**src/rtl/tetris_input_ctrl.sv**
```systemverilog
// tetris_input_ctrl: conditions the three raw push-buttons (synchronise,
// debounce) and turns each debounced press into move-request pulses with
// hold-to-repeat, granting at most one move per cycle (L > R > D).
module tetris_input_ctrl #(
    parameter int CNT_W         = 23,
    parameter int DEBOUNCE      = 250000,
    parameter int REPEAT_DELAY  = 5000000,
    parameter int REPEAT_PERIOD = 2500000
) (
    input  logic       clk,
    input  logic       rst_n,
    input  logic       btnL,
    input  logic       btnR,
    input  logic       btnD,
    output logic       move_left,
    output logic       move_right,
    output logic       move_down,
    output logic [2:0] held
);

    typedef enum logic [1:0] {
        IDLE,
        DELAY,
        REPEAT
    } state_e;

    localparam int NCH = 3;
    localparam logic [CNT_W-1:0] DB_LAST  = CNT_W'(DEBOUNCE - 1);
    localparam logic [CNT_W-1:0] RD_LAST  = CNT_W'(REPEAT_DELAY - 1);
    localparam logic [CNT_W-1:0] RP_LAST  = CNT_W'(REPEAT_PERIOD - 1);
    localparam logic [CNT_W-1:0] CNT_ONE  = CNT_W'(1);

    // Channel index 0 = left, 1 = right, 2 = down; this also matches held.
    logic [NCH-1:0]   btnRaw;
    logic [NCH-1:0]   sync1_q;
    logic [NCH-1:0]   sync2_q;
    logic [NCH-1:0]   db_q;
    logic [NCH-1:0]   db_d;
    logic [CNT_W-1:0] dbCnt_q  [NCH];
    logic [CNT_W-1:0] dbCnt_d  [NCH];
    state_e           state_q  [NCH];
    state_e           state_d  [NCH];
    logic [CNT_W-1:0] rptCnt_q [NCH];
    logic [CNT_W-1:0] rptCnt_d [NCH];
    logic [NCH-1:0]   req;
    logic [NCH-1:0]   move_q;
    logic [NCH-1:0]   move_d;
    logic [NCH-1:0]   held_q;

    assign btnRaw = {btnD, btnR, btnL};

    // Two-flop synchroniser bringing the asynchronous buttons into clk.
    always_ff @(posedge clk or negedge rst_n) begin
        if (!rst_n) begin
            sync1_q <= '0;
            sync2_q <= '0;
        end else begin
            sync1_q <= btnRaw;
            sync2_q <= sync1_q;
        end
    end

    // Debouncer: accept a new level only after it has differed for DEBOUNCE cycles.
    always_comb begin
        for (int i = 0; i < NCH; i++) begin
            db_d[i]    = db_q[i];
            dbCnt_d[i] = '0;
            if (sync2_q[i] != db_q[i]) begin
                if (dbCnt_q[i] == DB_LAST) begin
                    db_d[i] = sync2_q[i];
                end else begin
                    dbCnt_d[i] = dbCnt_q[i] + CNT_ONE;
                end
            end
        end
    end

    // Repeat FSM: first press requests at once, then after the delay, then every period.
    always_comb begin
        for (int i = 0; i < NCH; i++) begin
            state_d[i]  = state_q[i];
            rptCnt_d[i] = '0;
            req[i]      = 1'b0;
            if (!db_q[i]) begin
                state_d[i] = IDLE;
            end else begin
                case (state_q[i])
                    IDLE: begin
                        req[i]     = 1'b1;
                        state_d[i] = DELAY;
                    end
                    DELAY: begin
                        if (rptCnt_q[i] == RD_LAST) begin
                            req[i]     = 1'b1;
                            state_d[i] = REPEAT;
                        end else begin
                            rptCnt_d[i] = rptCnt_q[i] + CNT_ONE;
                        end
                    end
                    REPEAT: begin
                        if (rptCnt_q[i] == RP_LAST) begin
                            req[i] = 1'b1;
                        end else begin
                            rptCnt_d[i] = rptCnt_q[i] + CNT_ONE;
                        end
                    end
                    default: begin
                        state_d[i] = IDLE;
                    end
                endcase
            end
        end
    end

    // Fixed-priority arbiter; losing requests are simply dropped.
    always_comb begin
        move_d = '0;
        if (req[0]) begin
            move_d = 3'b001;
        end else if (req[1]) begin
            move_d = 3'b010;
        end else if (req[2]) begin
            move_d = 3'b100;
        end
    end

    // Per-channel debounce and repeat state registers.
    always_ff @(posedge clk or negedge rst_n) begin
        if (!rst_n) begin
            db_q <= '0;
            for (int i = 0; i < NCH; i++) begin
                dbCnt_q[i]  <= '0;
                state_q[i]  <= IDLE;
                rptCnt_q[i] <= '0;
            end
        end else begin
            db_q <= db_d;
            for (int i = 0; i < NCH; i++) begin
                dbCnt_q[i]  <= dbCnt_d[i];
                state_q[i]  <= state_d[i];
                rptCnt_q[i] <= rptCnt_d[i];
            end
        end
    end

    // Output registers for the granted move pulse and the debounced levels.
    always_ff @(posedge clk or negedge rst_n) begin
        if (!rst_n) begin
            move_q <= '0;
            held_q <= '0;
        end else begin
            move_q <= move_d;
            held_q <= db_q;
        end
    end

    assign move_left  = move_q[0];
    assign move_right = move_q[1];
    assign move_down  = move_q[2];
    assign held       = held_q;

endmodule
```
**config.mk**
```make
export PLATFORM = sky130hd
export DESIGN_NAME = tetris_input_ctrl
export DESIGN_NICKNAME = d
export VERILOG_FILES = /design/src/rtl/tetris_input_ctrl.sv
export SDC_FILE = /design/constraint.sdc
export NUM_CORES = 1
export LEC_CHECK = 0
export ABC_CLOCK_PERIOD_IN_PS = 1700
export BUFFER_PORTS_ARGS = -buffer_cell sky130_fd_sc_hd__buf_2
export CAP_MARGIN = 15
export CORE_MARGIN = 10
export CORE_UTILIZATION = 30
export CTS_BUF_LIST = sky130_fd_sc_hd__clkbuf_8
export DETAILED_ROUTE_END_ITERATION = 8
export GPL_ROUTABILITY_DRIVEN = 0
export PLACE_DENSITY = 0.56
export SLEW_MARGIN = 20
export SYNTH_ARGS = -nofsm -noshare
export SYNTH_HDL_FRONTEND = slang
export SYNTH_SLANG_ARGS = --single-unit
export TNS_END_PERCENT = 1
```
**constraint.sdc**
```tcl
create_clock -name clk -period 1.7 [get_ports clk]
set_input_delay 0.34 -clock clk [delete_from_list [all_inputs] [get_ports clk]]
set_output_delay 0.34 -clock clk [all_outputs]
set_load 0.02 [all_outputs]
```
Word-level counts from Yosys, hierarchy flattened
Cells that the tools add are included.
{"block": "word_totals", "register_bits": 159}
{"block": "op_classes", "n_eq_ne": 24, "reduce_logical": 9, "addsub": 6, "muxes": 42}
{"cell": "$mux W23", "n": 15}
{"cell": "$add A23 B1 Y23 const B", "n": 6}
{"cell": "$pmux W23 S2", "n": 3}
{"cell": "$eq A23 B18 Y1 const B", "n": 3}
{"cell": "$eq A23 B22 Y1 const B", "n": 3}
{"cell": "$eq A23 B23 Y1 const B", "n": 3}
{"cell": "$pmux W2 S3", "n": 3}
{"cell": "$mux W2", "n": 6}
{"cell": "$reduce_and A2 Y1", "n": 6}
{"cell": "$mux W1", "n": 9}
{"cell": "$mux W3", "n": 3}
{"cell": "$ne A3 B3 Y1 const B", "n": 3}
{"cell": "$pmux W1 S3", "n": 3}
{"cell": "$eq A2 B1 Y1 const B", "n": 3}
{"cell": "$eq A2 B2 Y1 const B", "n": 3}
{"cell": "$logic_not A2 Y1", "n": 3}
{"cell": "$ne A2 B2 Y1 const B", "n": 3}
{"cell": "$ne A1 B1 Y1", "n": 3}

Logic depth before layout (Yosys ltp)
{"block": "depth", "depth_word": 7, "mapped_depth": 8}

Worst setup path before layout
OpenSTA, ideal clock, no wires.
{"block": "synth_path", "kind": "flip-flop to flip-flop", "startpoint": "register rptCnt_q[55] (netlist bit)", "endpoint": "register rptCnt_q[62] (netlist bit)", "synth_period_minus_slack_ns": 1.878, "slack_ns": -0.178, "arrival_ns": 1.760, "required_time_ns": 1.581, "n_path_buf": 1, "stages_incl_launch_ff": 7, "path_cell_list": "dfrtp_1 > or4b_1 > nor4_2 > a21oi_1 > o211ai_4 > buf_6 > nor2_1"}
{"element": "from (decl)", "line": "43", "text": "logic [CNT_W-1:0] rptCnt_q [NCH];"}
{"element": "from (signal, indexed assignment)", "line": "141", "text": "rptCnt_q[i] <= rptCnt_d[i];"}

==> impl_metrics.json <==
{
  "yosys.cell_count.top_type": "nor2_1",
  "synth_area_um2": 8050,
  "drive_above_1_share": 0.250,
  "synth_mux_area_frac": 0.00140,
  "hpwl_mm": 11.5,
  "r2r-start": "rptCnt_q[67]$_DFF_PN0_",
  "leakagePower_nw": 4.31,
  "period_needed_ns": 1.92,
  "finClkSkew_ns": 0.0183,
  "area_growth_syn_to_layout_pct": 27.5,
  "viasPerCell": 4.61,
  "synth_enable_flop_cells": 0,
  "cts_made_buffers": 17,
  "cp_max_fo": 6,
  "fp.dieArea_um2": 33800,
  "min_path_type": "input port to async pin",
  "criticalPathCategory": "register to register",
  "reg2reg_depth": 6,
  "yosys.area.top_type": "dfrtp_1",
  "die_h_um": 184,
  "peakVddDrop_v": 0.000527,
  "io_pins": 11,
  "post_cts_buffers": 0,
  "portBuffers": 10,
  "slew_viol_final": 0,
  "relSlewSlack": 0.740,
  "core_area_um2": 26200,
  "synth.top_cell.area_share": 0.494,
  "rr_endpoint": "rptCnt_q[52]$_DFF_PN0_",
  "n_fill_cell": 2569,
  "seqCellArea_um2": 3980,
  "required_ns": 2.04,
  "p_total_w": 0.00696,
  "drt-wirelength-per-cell_um": 12.5,
  "fin_ws_ns": -0.223,
  "postSynthCellCount": 821,
  "cts_tree": "built",
  "ys_top_cells_by_area": "dfrtp_1, xnor2_1, nor2_1",
  "min_period_over_period": 1.13,
  "grt_use_met1": 0.133,
  "grt_max_degree": 52,
  "cp.arrival_ns": 2.26,
  "dp_slack_ns": -0.306,
  "setup_tns_ns": -13.35,
  "grt_pass1_vias": 6143,
  "path_clk_slew_ns": 0.10,
  "cts.sinks": 159,
  "ys_seq_elements": 159,
  "die_width_um": 184,
  "dr.pass1.iters": 4,
  "tightest_slew_ns": 0.390,
  "violations": "setup timing",
  "rsz0062_at_grt": "true",
  "cellPowerDensity_nw_per_um2": 678,
  "cts_buffer_depth": 2,
  "finalHoldViolCount": 0,
  "start_kind": "register",
  "grtUsageMet2": 0.169,
  "setup_viol": 76,
  "synthFlopType": "dfrtp_1",
  "vias": 6077,
  "maxCapViolCount": 0,
  "ant_nets": 0,
  "drc_errors": 0,
  "end_kind": "register",
  "avgSynthCellArea_um2": 9.81,
  "rows": 59,
  "synth_top_family_by_area": "simple AND/OR/NAND/NOR gates",
  "synth-simple-area-share": 0.272,
  "synthAdderAreaFrac": 0.0326,
  "ys_seq_area_frac": 0.494,
  "ff2ff_setup_slack_ns": -0.22,
  "synth-compound-area-share": 0.0270,
  "ys_warn_count": 0,
  "grt.met3_usage": 0.0225,
  "status": "finished with violations",
  "grt_pass1_wl_mm": 28.9,
  "clkLatencyLatePin_ns": 0.46,
  "synthTopCellsByCount": "nor2_1, dfrtp_1, xnor2_1",
  "utilization": 0.392,
  "multi_input_area_um2": 4080,
  "drt-total-wl_mm": 16.5,
  "fmax_mhz": 520,
  "grt-busiest-layer": "met2",
  "yosysUniqueCellTypes": 55,
  "grt_usage": 0.103,
  "start_util": 0.307,
  "antenna_found_initial": 0,
  "gr-total-overflow": 0,
  "drt_iter0_drc": 388,
  "diodes": 0,
  "syn-num-nets": 847,
  "async_flop_share": 1.00,
  "cts-root-buf": "clkbuf_8",
  "synth-xor-area-share": 0.140,
  "nets": 996,
  "htree_num_levels": 4
}
worst max-delay path by stage:
stage,depth (start not counted),startpoint,to
4_1_cts,7,rptCnt_q[59]$_DFF_PN0_,rptCnt_q[52]$_DFF_PN0_
3_5_place_dp,6,rptCnt_q[36]$_DFF_PN0_,move_q[1]$_DFF_PN0_
6_report,6,rptCnt_q[67]$_DFF_PN0_,rptCnt_q[52]$_DFF_PN0_
3_3_place_gp,6,rptCnt_q[36]$_DFF_PN0_,move_q[1]$_DFF_PN0_
5_1_grt,7,rptCnt_q[23]$_DFF_PN0_,rptCnt_q[42]$_DFF_PN0_
2_1_floorplan,6,rptCnt_q[55]$_DFF_PN0_,rptCnt_q[62]$_DFF_PN0_
cell type report:
type | count | area share
Clock buffer | 18 | 0.0241
Clock inverter | 14 | 0.0165
Inverter | 35 | 0.0128
Multi-Input combinational cell | 605 | 0.398
Sequential cell | 159 | 0.388
Tap cell | 335 | 0.0408
Timing Repair Buffer | 152 | 0.120
per-layer routing:
layer	vias up	part of all wire
li1	3090	-
met1	2912	0.49
met2	61	0.48
met3	14	0.024
met4	0	0.0091
met5	-	0
kinds of logic after synthesis:
logic type	after synthesis
AND/OR/NAND/NOR	426
flip-flops	159
XOR/XNOR	129
buffers and inverters	57
AO/OA/AOI/OAI	28
adder cells (fa/ha/maj)	21
multiplexers	1
worst max-delay path, stage by stage (launching register included):
cell	delay [ns]
dfrtp_1	0.43
or4b_4	0.50
nor4_4	0.31
a21oi_2	0.11
o211ai_4	0.21
buf_4	0.19
nor2_1	0.05
cells in the final DEF, fill, tap and decap left out, types with 6 or more instances in the layout:
cell type,n
xor2_1,43
nand4_1,28
dfrtp_1,159
nand2_1,44
nand3_1,50
and4_1,14
nor4_2,9
nor3_2,10
and3_1,10
clkbuf_8,18
buf_12,8
nor3_1,21
nor2_1,166
inv_1,37
xnor2_1,86
buf_4,129
buf_2,9
o21ai_0,6
nor4_1,10
nor2_2,6
ha_1,19
report_power, final:
part           switching (W)  internal (W)
Clock                0.00145       0.00149
Sequential         0.0000177       0.00380
Combinational       0.000130     0.0000746
registers in the layout, indices dropped and copies added (netlist names):
register and count:
sync2_q 3, state_q 6, db_q 3, rptCnt_q 69, held 3, dbCnt_q 69, sync1_q 3, move_q 3
repair_timing:
action	CTS	global route
hold buffers	4	0
setup endpoints to repair	122	129
endpoints found under the hold margin	25	0
resized for setup	15	41
pin swaps	7	9
metrics by stage:
| stage | hold WS (ns) | instances | area, µm² |
|---|---|---|---|
| 2_1_floorplan | 0.0444 | 821 | 8050 |
| 3_3_place_gp | 0.229 | 1282 | 9530 |
| 3_5_place_dp | 0.235 | 1282 | 9530 |
| 4_1_cts | 0.314 | 1318 | 10100 |
| 5_1_grt | 0.322 | 1318 | 10300 |
| 6_report | 0.337 | 1318 | 10300 |
(Power assumes the default switching activity.)
